--- config.mk ---
export PLATFORM = sky130hd
export DESIGN_NAME = inst_fetch_buf
export DESIGN_NICKNAME = d
export VERILOG_FILES = /design/src/rtl/inst_fetch_buf.sv
export SDC_FILE = /design/constraint.sdc
export NUM_CORES = 1
export LEC_CHECK = 0
export CAP_MARGIN = 20
export CORE_MARGIN = 3
export CORE_UTILIZATION = 45
export CTS_BUF_LIST = sky130_fd_sc_hd__clkbuf_2 sky130_fd_sc_hd__clkbuf_4 sky130_fd_sc_hd__clkbuf_8
export CTS_CLUSTER_SIZE = 25
export DETAILED_ROUTE_END_ITERATION = 8
export PLACE_DENSITY = 0.67
export SYNTH_ARGS = -nofsm -noshare
export SYNTH_HDL_FRONTEND = slang
export SYNTH_SLANG_ARGS = --single-unit
--- constraint.sdc ---
create_clock -name clk -period 3.6 [get_ports clk]
set_input_delay 0.9 -clock clk [delete_from_list [all_inputs] [get_ports clk]]
set_output_delay 0.9 -clock clk [all_outputs]
set_load 0.005 [all_outputs]
--- src/rtl/inst_fetch_buf.sv ---
// Two-entry instruction fetch buffer: a demand word (CUR) plus one sequentially
// prefetched word (PF), refilled through a single-outstanding memory read port.
module inst_fetch_buf (
  input  logic        clk,
  input  logic        rst,
  input  logic        ce_i,
  input  logic [31:0] addr_i,
  input  logic        flush_i,
  output logic [31:0] data_o,
  output logic        stall_req_o,
  output logic        mem_req_o,
  output logic [31:0] mem_addr_o,
  input  logic        mem_ack_i,
  input  logic [31:0] mem_data_i
);

  typedef enum logic [1:0] {StIdle, StDemand, StPrefetch} state_e;

  state_e      state_q, state_d;
  logic        cur_valid_q, cur_valid_d;
  logic [29:0] cur_addr_q, cur_addr_d;
  logic [31:0] cur_data_q, cur_data_d;
  logic        pf_valid_q, pf_valid_d;
  logic [29:0] pf_addr_q, pf_addr_d;
  logic [31:0] pf_data_q, pf_data_d;
  logic        mem_req_q, mem_req_d;
  logic [29:0] mem_addr_q, mem_addr_d;
  logic        discard_q, discard_d;

  logic [29:0] word;
  logic        cur_hit, pf_hit, miss, ack_write;
  logic        unused_addr_bits;

  assign word             = addr_i[31:2];
  assign unused_addr_bits = ^addr_i[1:0];

  // A PF hit is only honoured in idle so promotion never races a refill write.
  assign cur_hit   = ce_i & cur_valid_q & (cur_addr_q == word);
  assign pf_hit    = ce_i & ~cur_hit & (state_q == StIdle) & pf_valid_q & (pf_addr_q == word);
  assign miss      = ce_i & ~cur_hit & ~pf_hit;
  assign ack_write = mem_ack_i & ~flush_i & ~discard_q;

  always_comb begin
    data_o = '0;
    if (rst) begin
      if (cur_hit) begin
        data_o = cur_data_q;
      end else if (pf_hit) begin
        data_o = pf_data_q;
      end
    end
  end

  assign stall_req_o = rst & miss;
  assign mem_req_o   = mem_req_q;
  assign mem_addr_o  = {mem_addr_q, 2'b00};

  always_comb begin
    state_d     = state_q;
    cur_valid_d = cur_valid_q;
    cur_addr_d  = cur_addr_q;
    cur_data_d  = cur_data_q;
    pf_valid_d  = pf_valid_q;
    pf_addr_d   = pf_addr_q;
    pf_data_d   = pf_data_q;
    mem_req_d   = mem_req_q;
    mem_addr_d  = mem_addr_q;
    discard_d   = discard_q;

    unique case (state_q)
      StIdle: begin
        if (pf_hit) begin
          cur_valid_d = 1'b1;
          cur_addr_d  = pf_addr_q;
          cur_data_d  = pf_data_q;
          pf_valid_d  = 1'b0;
        end
        if (miss) begin
          state_d    = StDemand;
          mem_req_d  = 1'b1;
          mem_addr_d = word;
        end else if (ce_i & ~flush_i & (cur_valid_q | pf_hit) & (~pf_valid_q | pf_hit)) begin
          state_d    = StPrefetch;
          mem_req_d  = 1'b1;
          mem_addr_d = (pf_hit ? pf_addr_q : cur_addr_q) + 30'd1;
        end
      end
      StDemand: begin
        if (mem_ack_i) begin
          state_d   = StIdle;
          mem_req_d = 1'b0;
          discard_d = 1'b0;
          if (ack_write) begin
            cur_valid_d = 1'b1;
            cur_addr_d  = mem_addr_q;
            cur_data_d  = mem_data_i;
          end
        end else if (flush_i) begin
          discard_d = 1'b1;
        end
      end
      StPrefetch: begin
        if (mem_ack_i) begin
          state_d   = StIdle;
          mem_req_d = 1'b0;
          discard_d = 1'b0;
          if (ack_write) begin
            pf_valid_d = 1'b1;
            pf_addr_d  = mem_addr_q;
            pf_data_d  = mem_data_i;
          end
        end else if (flush_i) begin
          discard_d = 1'b1;
        end
      end
      default: state_d = StIdle;
    endcase

    if (flush_i) begin
      cur_valid_d = 1'b0;
      pf_valid_d  = 1'b0;
    end
  end

  always_ff @(posedge clk or negedge rst) begin
    if (!rst) begin
      state_q     <= StIdle;
      cur_valid_q <= 1'b0;
      cur_addr_q  <= '0;
      cur_data_q  <= '0;
      pf_valid_q  <= 1'b0;
      pf_addr_q   <= '0;
      pf_data_q   <= '0;
      mem_req_q   <= 1'b0;
      mem_addr_q  <= '0;
      discard_q   <= 1'b0;
    end else begin
      state_q     <= state_d;
      cur_valid_q <= cur_valid_d;
      cur_addr_q  <= cur_addr_d;
      cur_data_q  <= cur_data_d;
      pf_valid_q  <= pf_valid_d;
      pf_addr_q   <= pf_addr_d;
      pf_data_q   <= pf_data_d;
      mem_req_q   <= mem_req_d;
      mem_addr_q  <= mem_addr_d;
      discard_q   <= discard_d;
    end
  end

endmodule

==> impl_metrics.json <==
{
  "ys_seq_area_share_pct": 39.9,
  "drive_gt1_share_pct": 46.3,
  "critPathKind": "in -> reg",
  "synth_seq_cells": 160,
  "floorplan.initialDensity_pct": 45.9,
  "cts_hold_buffers": 0,
  "met3_usage_pct": 7.68,
  "cts_sinks": 160,
  "slew_headroom_pct": 35.7,
  "cts_tree": "yes",
  "viasPerCell": 5.96,
  "routabilityCongestion": 0.929,
  "gr-max-usage-layer": "met2",
  "ant_nets": 0,
  "layout_commonest_cell": "dfrtp_1",
  "hold_class": "in -> async",
  "drcViolationCount": 0,
  "grt_first_pass_wirelength_mm": 53.5,
  "dp_cells": 1445,
  "rsz0062_at_grt": "true",
  "leakagePower_nw": 6.27,
  "insertion_delay_ns": 0.48,
  "synthCells": 960,
  "arrival_ns": 4.39,
  "required_ns": 4.02,
  "slowest_delay_ns": 0.54,
  "start_kind": "input pin",
  "tightest_slew_ns": 0.964,
  "cellPowerDensity_mw_per_mm2": 684,
  "holdWs_ns": 0.228,
  "skew_ns": 0.0192,
  "switching_share_pct": 40.8,
  "synthesis.area_mm2": 0.0100,
  "grt.overflow.total": 0,
  "fin_crit_sh_pct": 110,
  "final_cell_mix": "dfrtp_1 (160), buf_4 (145), mux2_2 (97)",
  "totalWireLength_mm": 34.6,
  "cp-end-kind": "flip-flop",
  "antenna_found_initial": 0,
  "crit_chain": "buf_6, buf_6, xor2_4, nor4_1, nand4_1, buf_4, o21ai_4, nor2_4, buf_6, buf_6, mux2_4, ha_4, inv_2, or4_4, nor3_4, buf_4, buf_6, buf_6, xnor2_2, nor2_1, a211oi_1, a21o_1",
  "grt_max_degree": 66,
  "synthFlopType": "dfrtp_1",
  "die_h_um": 155,
  "rows": 54,
  "fin_area_mm2": 0.0145,
  "core_area_mm2": 0.0219,
  "critPathMaxFanout": 3,
  "clkTransAtPathRegs_ns": 0.10,
  "drv_slew": 0,
  "fmax_ghz": 0.252,
  "maxCapViolCount": 0,
  "grt_use_met1_pct": 38.3,
  "yosysWarnings": 0,
  "die-area_mm2": 0.0241,
  "met2_usage_pct": 44.0,
  "p_total_w": 0.00989,
  "vdd_drop_max_uv": 440,
  "syn_area_per_cell_um2": 10.5,
  "wl_per_cell_um": 22.6,
  "critical_path.most_common_cell": "buf_6",
  "finalHoldViolations": 0,
  "p_clk_share_pct": 14.1,
  "instances_no_fill": 1530,
  "synth_edf_count": 0,
  "power_frac_seq_pct": 32.7,
  "critPathSlowestCell": "or4_4",
  "io_pins": 135,
  "detailed_place_hpwl_mm": 23.0,
  "grt_pass1_vias": 9221,
  "cts_max_path_buffers": 2,
  "die_w_um": 155,
  "pwr-share-comb_pct": 53.2,
  "synth.distinct_cells": 65,
  "setup-violations-final": 41,
  "synthArstFlopShare_pct": 100,
  "violations": "setup timing",
  "outcome": "finished, violations left",
  "htree_levels": 4,
  "drt-initial-drc-count": 798,
  "drtPass1Iterations": 6,
  "internal_power_w": 0.00586,
  "min_period_ns": 3.97,
  "finalNetCount": 1311,
  "cts_buffers": 17,
  "setup_ws_ns": -0.370,
  "dpl_cell_area_mm2": 0.0126,
  "clockRootBuffer": "clkbuf_8",
  "switchingPower_w": 0.00403,
  "antennaDiodeCount": 0,
  "area_growth_pct": 44.2,
  "grt_usage_pct": 28.4,
  "vias": 9118,
  "portBuffers": 130
}
-- critical path: cells and delay by family --
family          cells  cell delay, ns
buf+inv             9            1.05
simple gates        6            1.32
mux                 1            0.21
fa+ha+maj           1            0.15
compound gates      3            0.46
xor+xnor            2            0.28
-- logic make-up (layout without fill, tap and decap cells) --
| kind of cell | after synthesis | count (layout) | share of synthesized area, % |
|---|---|---|---|
| buf+inv | 99 | 388 | 4.84 |
| simple gates | 267 | 267 | 14.5 |
| other cells | 1 | 2 | 0.0374 |
| compound gates | 180 | 180 | 14.0 |
| flops | 160 | 160 | 39.9 |
| fa+ha+maj | 5 | 5 | 0.623 |
| mux | 131 | 131 | 15.8 |
| xor+xnor | 117 | 117 | 10.3 |
-- sequential cells by signal, summed over array words and instances (netlist names) --
name and cells:
mem_req_o 1, pf_data_q 32, cur_addr_q 30, cur_valid_q 1
state_q 2, pf_addr_q 30, mem_addr_q 30, pf_valid_q 1
discard_q 1, cur_data_q 32
-- what timing repair did --
action                                  CTS  global route
cloned                                    7             0
endpoints found under the setup margin   46            92
endpoints found under the hold margin     0             0
resized for setup                       397            82
buffers inserted                         41            14
pin swaps                                62            38
-- power groups by stage --
| stage | logic (W) | clock network (W) | registers, W |
|---|---|---|---|
| final | 0.00526 | 0.00140 | 0.00323 |
| after global routing | 0.00559 | 0.00149 | 0.00332 |
| after CTS | 0.00500 | 0.00142 | 0.00317 |
| after floorplan | 0.00288 | 0 | 0.00299 |
| after global placement | 0.00467 | 0 | 0.00306 |
| after detailed placement | 0.00474 | 0 | 0.00308 |
-- area by class of cell --
class,instances,area [um^2]
fillers,1673,7420
multi-input cells,702,6520
flip-flops and latches,160,4000
repair buffers,338,3130
well taps,280,350
clock buffers,19,262
clock inverters,13,139
inverters,18,67.6
-- synth_stat cells, types with 13 or more instances --
cell type / instances / share of area (%)
nor4_1: 23 / 1.4
o21ai_0: 24 / 1.2
mux2_2: 98 / 11
nor3_1: 13 / 0.65
dfrtp_1: 160 / 40
a22oi_1: 32 / 2.4
nor2_1: 34 / 1.3
a2bb2oi_2: 18 / 2.7
clkbuf_1: 45 / 1.7
mux2_4: 31 / 4.6
inv_1: 17 / 0.64
buf_2: 25 / 1.2
o22ai_1: 31 / 1.9
nand4_1: 32 / 2.0
a31oi_1: 15 / 0.93
xor2_1: 73 / 6.4
xnor2_1: 43 / 3.8
nor2b_1: 32 / 2.0
nand3_1: 43 / 2.1
nand2_1: 58 / 2.2
-- layer usage --
metal	share of wire, %	wire length [um]
met1	41	14200
met2	47	16100
met3	9.5	3300
met4	2.8	978
met5	0	0
-- final timing paths --
path	startpoint	end	slack, ns	cells after the start
hold reg to reg	mem_req_o$_DFFE_PN0P_	mem_req_o$_DFFE_PN0P_	0.50	1
max in group asynchronous	rst	pf_addr_q[8]$_DFFE_PN0P_	1.76	3
hold / removal	rst	pf_data_q[3]$_DFFE_PN0P_	0.23	1
min in group clk	mem_req_o$_DFFE_PN0P_	mem_req_o$_DFFE_PN0P_	0.50	1
setup reg to reg	cur_addr_q[13]$_DFFE_PN0P_	mem_addr_q[18]$_DFFE_PN0P_	-0.25	19
setup / recovery	addr_i[9]	mem_addr_q[18]$_DFFE_PN0P_	-0.37	22
-- per-stage QoR --
stage	utilization (%)	TNS, ns	worst slack (ns)
2_1_floorplan	-	-4.30	-0.587
4_1_cts	64.7	-6.58	-0.275
6_report	66.1	-7.43	-0.370
3_3_place_gp	57.8	-59.59	-1.12
5_1_grt	66.1	-12.00	-0.426
3_5_place_dp	57.8	-60.33	-1.13
Note: power is estimated with default switching activity, not from simulation.
